## config.mk

```make
export PLATFORM = sky130hd
export DESIGN_NAME = uart_rx_os
export DESIGN_NICKNAME = d
export VERILOG_FILES = /design/src/rtl/uart_rx_os.sv
export SDC_FILE = /design/constraint.sdc
export NUM_CORES = 1
export LEC_CHECK = 0
export CAP_MARGIN = 0
export CORE_MARGIN = 8
export CORE_UTILIZATION = 45
export CTS_CLUSTER_DIAMETER = 150
export CTS_CLUSTER_SIZE = 25
export DETAILED_ROUTE_END_ITERATION = 8
export PLACE_DENSITY = 0.69
export SYNTH_ARGS = -nofsm -noshare
export SYNTH_HDL_FRONTEND = slang
export SYNTH_SLANG_ARGS = --single-unit
export TNS_END_PERCENT = 50
```

## constraint.sdc

```tcl
create_clock -name clk -period 4.24 [get_ports clk]
set_clock_uncertainty 0.15 [all_clocks]
set_input_delay 0.424 -clock clk [delete_from_list [all_inputs] [get_ports clk]]
set_output_delay 0.424 -clock clk [all_outputs]
set_load 0.02 [all_outputs]
```

## src/rtl/uart_rx_os.sv

```systemverilog
// 16x oversampled UART receiver with 3-sample majority vote, framing and overrun
// detection, presenting received bytes through a valid/ready holding register.
module uart_rx_os #(
    parameter int CLK_FREQ   = 50_000_000,
    parameter int BAUD       = 115200,
    parameter int OVERSAMPLE = 16,
    parameter int DATA_BITS  = 8
) (
    input  logic                 clk,
    input  logic                 rst,
    input  logic                 rx,
    output logic [DATA_BITS-1:0] rx_data,
    output logic                 rx_valid,
    input  logic                 rx_ready,
    output logic                 frame_err,
    output logic                 overrun_err,
    output logic                 busy
);

    localparam int DIV   = CLK_FREQ / (BAUD * OVERSAMPLE);
    localparam int DIV_W = (DIV > 1) ? $clog2(DIV) : 1;
    localparam int SC_W  = $clog2(OVERSAMPLE);
    localparam int BI_W  = $clog2(DATA_BITS);
    localparam int M     = OVERSAMPLE / 2;

    localparam logic [DIV_W-1:0] DIV_LAST = DIV_W'(DIV - 1);
    localparam logic [SC_W-1:0]  SC_LAST  = SC_W'(OVERSAMPLE - 1);
    localparam logic [SC_W-1:0]  SC_S0    = SC_W'(M - 1);
    localparam logic [SC_W-1:0]  SC_S1    = SC_W'(M);
    localparam logic [SC_W-1:0]  SC_EVAL  = SC_W'(M + 1);
    localparam logic [BI_W-1:0]  BI_LAST  = BI_W'(DATA_BITS - 1);

    typedef enum logic [2:0] {
        IDLE,
        START,
        DATA,
        STOP,
        BREAK
    } state_t;

    state_t state_q, state_d;

    logic                 sync1_q, sync2_q;
    logic [DIV_W-1:0]     divCnt_q;
    logic [SC_W-1:0]      scnt_q;
    logic [BI_W-1:0]      bitIdx_q;
    logic [DATA_BITS-1:0] shift_q;
    logic                 samp0_q, samp1_q;
    logic                 deliver_q;
    logic                 frameErr_q;
    logic                 overrunErr_q;
    logic [DATA_BITS-1:0] rxData_q;
    logic                 rxValid_q;

    logic rxS;
    logic tick;
    logic evalTick;
    logic bitEnd;
    logic vote;
    logic shiftEn;
    logic stopOk;
    logic stopBad;

    assign rxS      = sync2_q;
    assign tick     = (divCnt_q == DIV_LAST);
    assign evalTick = tick && (scnt_q == SC_EVAL);
    assign bitEnd   = tick && (scnt_q == SC_LAST);
    assign vote     = (samp0_q & samp1_q) | (samp0_q & rxS) | (samp1_q & rxS);

    always_ff @(posedge clk or posedge rst) begin
        if (rst) begin
            sync1_q <= 1'b1;
            sync2_q <= 1'b1;
        end else begin
            sync1_q <= rx;
            sync2_q <= sync1_q;
        end
    end

    always_ff @(posedge clk or posedge rst) begin
        if (rst) begin
            state_q <= IDLE;
        end else begin
            state_q <= state_d;
        end
    end

    always_comb begin
        state_d = state_q;
        shiftEn = 1'b0;
        stopOk  = 1'b0;
        stopBad = 1'b0;
        case (state_q)
            IDLE: begin
                if (!rxS) begin
                    state_d = START;
                end
            end
            START: begin
                if (evalTick && vote) begin
                    state_d = IDLE;
                end else if (bitEnd) begin
                    state_d = DATA;
                end
            end
            DATA: begin
                shiftEn = evalTick;
                if (bitEnd && (bitIdx_q == BI_LAST)) begin
                    state_d = STOP;
                end
            end
            STOP: begin
                // Leave mid-stop-bit so a start edge right after the stop bit is caught.
                if (evalTick) begin
                    if (vote) begin
                        stopOk  = 1'b1;
                        state_d = IDLE;
                    end else begin
                        stopBad = 1'b1;
                        state_d = BREAK;
                    end
                end
            end
            BREAK: begin
                if (tick && rxS) begin
                    state_d = IDLE;
                end
            end
            default: begin
                state_d = IDLE;
            end
        endcase
    end

    // Divider and sample counter sit at zero while idle, so each frame starts aligned to its start edge.
    always_ff @(posedge clk or posedge rst) begin
        if (rst) begin
            divCnt_q <= '0;
            scnt_q   <= '0;
            bitIdx_q <= '0;
            samp0_q  <= 1'b1;
            samp1_q  <= 1'b1;
            shift_q  <= '0;
        end else begin
            if (state_q == IDLE) begin
                divCnt_q <= '0;
                scnt_q   <= '0;
                bitIdx_q <= '0;
            end else begin
                if (tick) begin
                    divCnt_q <= '0;
                    scnt_q   <= (scnt_q == SC_LAST) ? '0 : scnt_q + SC_W'(1);
                end else begin
                    divCnt_q <= divCnt_q + DIV_W'(1);
                end
                if (state_q == DATA && bitEnd) begin
                    bitIdx_q <= bitIdx_q + BI_W'(1);
                end
            end
            if (tick && (scnt_q == SC_S0)) begin
                samp0_q <= rxS;
            end
            if (tick && (scnt_q == SC_S1)) begin
                samp1_q <= rxS;
            end
            if (shiftEn) begin
                shift_q <= {vote, shift_q[DATA_BITS-1:1]};
            end
        end
    end

    // A delivery into a full register is only accepted if the consumer drains it the same cycle.
    always_ff @(posedge clk or posedge rst) begin
        if (rst) begin
            deliver_q    <= 1'b0;
            frameErr_q   <= 1'b0;
            overrunErr_q <= 1'b0;
            rxData_q     <= '0;
            rxValid_q    <= 1'b0;
        end else begin
            deliver_q    <= stopOk;
            frameErr_q   <= stopBad;
            overrunErr_q <= 1'b0;
            if (deliver_q) begin
                if (!rxValid_q || rx_ready) begin
                    rxData_q  <= shift_q;
                    rxValid_q <= 1'b1;
                end else begin
                    overrunErr_q <= 1'b1;
                end
            end else if (rxValid_q && rx_ready) begin
                rxValid_q <= 1'b0;
            end
        end
    end

    assign rx_data     = rxData_q;
    assign rx_valid    = rxValid_q;
    assign frame_err   = frameErr_q;
    assign overrun_err = overrunErr_q;
    assign busy        = (state_q != IDLE);

endmodule
```

==> insert_results.sql <==
INSERT INTO impl_metrics (metric_group, metric, value, unit) VALUES
('synth', 'synthesis.instances', '152', ''),
('clock_network', 'clockBufferDepth', '2', ''),
('clock_network', 'numCtsBuffers', '5', ''),
('synth', 'ys_warn_count', '0', ''),
('synth', 'syn-num-nets', '163', ''),
('clock_network', 'worst_setup_hold_path_clk_slew', '0.07', 'ns'),
('sta', 'tns', '0', 'ns'),
('pwr', 'peakVddDrop', '0.000187', 'V'),
('sta', 'maxSlewHeadroom', '39.3', '%'),
('hold_path', 'hp-class', 'flip-flop to flip-flop', ''),
('synth', 'postSynthRegisterBits', '39', ''),
('floorplan', 'initial_utilization', '46.1', '%'),
('sta', 'finalHoldViolCount', '0', ''),
('placement', 'buffer_ports.inserted', '15', ''),
('floorplan', 'die_width', '79.6', 'um'),
('routing', 'wl_per_cell', '14.1', 'um'),
('flow_run', 'maxCapViolCount', '0', ''),
('critical_path', 'crit_reg_reg_endpoint', 'shift_q[2]$_DFFE_PP0P_', ''),
('global_routing', 'grt_start_max_net_pins', '26', ''),
('global_routing', 'overflow', '0', ''),
('synth', 'number_of_flops_mapped_to_enable_cells_by_yosys', '0', ''),
('critical_path', 'critPathRequiredTime', '3.67', 'ns'),
('cells_and_area', 'synthToLayoutAreaGrowth', '17.8', '%'),
('routing', 'total_wirelength_of_the_detailed_routed_design', '3130', 'um'),
('critical_path', 'setup.worst_path.class', 'flip-flop to primary output', ''),
('clock_network', 'postCtsResizedCells', '0', ''),
('critical_path', 'worstSetupEndpointType', 'primary output', ''),
('synth', 'largest_cells_by_area_after_synthesis', 'sky130_fd_sc_hd__dfrtp_1 (48%), sky130_fd_sc_hd__mux2_4 (6.6%), sky130_fd_sc_hd__mux2_2 (6.2%), sky130_fd_sc_hd__dfstp_2 (5.8%), sky130_fd_sc_hd__ha_1 (4.8%)', ''),
('synth', 'syn_area', '1820', 'um2'),
('synth', 'synth_top_area_share', '48.2', '%'),
('sta', 'slew_worst_pin', '0.909', 'ns'),
('critical_path', 'timing.critical_path.arrival', '1.95', 'ns'),
('sta', 'timing.final.setup_violations', '0', ''),
('sta', 'rsz0062_at_grt', 'false', ''),
('cells_and_area', 'leading_cell_types_in_the_layout_fill_and_taps_excluded', 'sky130_fd_sc_hd__dfrtp_1 (35), sky130_fd_sc_hd__clkdlybuf4s50_1 (15), sky130_fd_sc_hd__nand2_1 (12)', ''),
('synth', 'post_synth_num_cell_types', '34', ''),
('floorplan', 'floorplan.die_area', '6330', 'um2'),
('synth', 'yosysSeqAreaShare', '54.0', '%'),
('synth', 'dominantRegCellSynth', 'sky130_fd_sc_hd__dfrtp_1', ''),
('clock_network', 'clock_sink_count', '39', ''),
('sta', 'shortest_period_the_worst_path_allows', '2.53', 'ns'),
('routing', 'via_per_inst', '5.28', ''),
('critical_path', 'crit_path_start_kind', 'flip-flop', ''),
('clock_network', 'post_cts_buffers', '0', ''),
('routing', 'drt.antenna.violating_nets', '0', ''),
('critical_path', 'cp_max_fo', '11', ''),
('routing', 'num_vias', '1172', ''),
('global_routing', 'grt_pass1_wl', '5610', 'um'),
('global_routing', 'initial_antenna_violation_count', '0', ''),
('floorplan', 'core', '3940', 'um2'),
('floorplan', 'core.rowCount', '23', ''),
('routing', 'remaining_drc_errors', '0', ''),
('routing', 'dr.first_iter.drc_count', '60', ''),
('floorplan', 'die_height', '79.6', 'um'),
('sta', 'max_freq', '0.395', 'GHz'),
('floorplan', 'pin_count', '16', ''),
('pwr', 'static-leakage-power', '0.00102', 'uW'),
('global_routing', 'grt_usage', '11.3', '%'),
('pwr', 'total_power', '746', 'uW'),
('sta', 'maxSlewViolCount', '0', ''),
('placement', 'global_placer_s_final_weighted_congestion', '0.825', ''),
('critical_path', 'worstRegToRegCells', '6', ''),
('run_status', 'status', 'finished clean', ''),
('critical_path', 'reg2reg_slack', '2.07', 'ns'),
('routing', 'drt-pass1-iter-count', '4', ''),
('synth', 'synth.avg_cell_area', '12.0', 'um2'),
('clock_network', 'cts_tree', 'built', ''),
('sta', 'portion_of_the_clock_cycle_consumed_by_the_worst_path_in_the_final_layout', '59.6', '%'),
('pwr', 'power_density', '348', 'nW/um2'),
('clock_network', 'hold_buffers', '0', ''),
('cells_and_area', 'nets', '182', '');
cells in the mapped netlist (3+ instances only):
library cell and instances:
sky130_fd_sc_hd__mux2_2 10, sky130_fd_sc_hd__or2_2 3, sky130_fd_sc_hd__a22o_1 3, sky130_fd_sc_hd__nand3_1 9
sky130_fd_sc_hd__xor2_1 3, sky130_fd_sc_hd__nor3_1 3, sky130_fd_sc_hd__ha_1 7, sky130_fd_sc_hd__inv_1 11
sky130_fd_sc_hd__o21ai_0 4, sky130_fd_sc_hd__nand2_1 12, sky130_fd_sc_hd__dfstp_2 4, sky130_fd_sc_hd__nor3b_1 3
sky130_fd_sc_hd__dfrtp_1 35, sky130_fd_sc_hd__a21oi_1 5, sky130_fd_sc_hd__mux2_4 8, sky130_fd_sc_hd__nor2_1 10
registers in the layout (all words and copies together) (netlist names):
register,cells
bitIdx_q,3
deliver_q,1
divCnt_q,5
frame_err,1
overrun_err,1
rxS,1
rx_data,8
rx_valid,1
samp0_q,1
samp1_q,1
scnt_q,4
shift_q,8
state_q,3
sync1_q,1
worst min path at each step:
stage | cells past startpoint | startpoint | endpoint | slack, ns
3_3_place_gp | 0 | sync1_q$_DFF_PP1_ | rxS$_DFF_PP1_ | 0.20
2_1_floorplan | 0 | sync1_q$_DFF_PP1_ | rxS$_DFF_PP1_ | 0.20
6_report | 0 | sync1_q$_DFF_PP1_ | rxS$_DFF_PP1_ | 0.22
5_1_grt | 0 | sync1_q$_DFF_PP1_ | rxS$_DFF_PP1_ | 0.23
4_1_cts | 0 | sync1_q$_DFF_PP1_ | rxS$_DFF_PP1_ | 0.22
3_5_place_dp | 0 | sync1_q$_DFF_PP1_ | rxS$_DFF_PP1_ | 0.20
metal layers:
metal | vias to the layer above | share of wire, % | global-route usage, %
met5 | - | 0 | 0
met1 | 592 | 44 | 12.5
met2 | 18 | 49 | 18.3
met4 | 0 | 1.9 | 7.78
met3 | 4 | 4.7 | 3.49
li1 | 558 | - | -
through the flow:
step,cells,hold WS [ns],cell area [um2],worst slack [ns],util (%)
finish,222,0.218,2140,1.71,54.3
CTS,222,0.222,2140,1.71,54.3
floorplan,152,0.195,1820,2.26,-
global route,222,0.228,2140,1.53,54.3
global placement,214,0.200,2010,2.03,50.9
detailed placement,214,0.201,2010,2.04,50.9
worst max-delay path, cell delays in order (launching register included):
cell and delay, ns:
sky130_fd_sc_hd__dfrtp_1 0.50, sky130_fd_sc_hd__nor3_1 0.50, sky130_fd_sc_hd__inv_1 0.11, sky130_fd_sc_hd__clkdlybuf4s50_1 0.56
cells by family (layout without fill, tap and decap cells):
kind of cell	after synthesis	after routing	share of synthesized area [%]
AND/OR/NAND/NOR	50	50	15.3
adder cells (fa/ha/maj)	8	8	5.37
multiplexers	19	19	13.4
buffers and inverters	15	35	3.92
flip-flops	39	39	54.0
XOR/XNOR	4	4	1.93
AO/OA/AOI/OAI	17	17	6.19
final cells by class:
class	count	area, um2
Clock buffer	6	72.6
Timing Repair Buffer	16	158
Multi-Input combinational cell	98	766
Inverter	11	41.3
Tap cell	50	62.6
Clock inverter	2	60.1
Sequential cell	39	981
Fill cell	320	1800
power breakdown:
group          total (uW)  internal (uW)  leakage (uW)  switching [uW]
Sequential            374            374      0.000506           0.820
Clock                 361            235     0.0000654             126
Combinational        10.8           3.50      0.000448            7.30
Power figures use the tool's default switching activity.
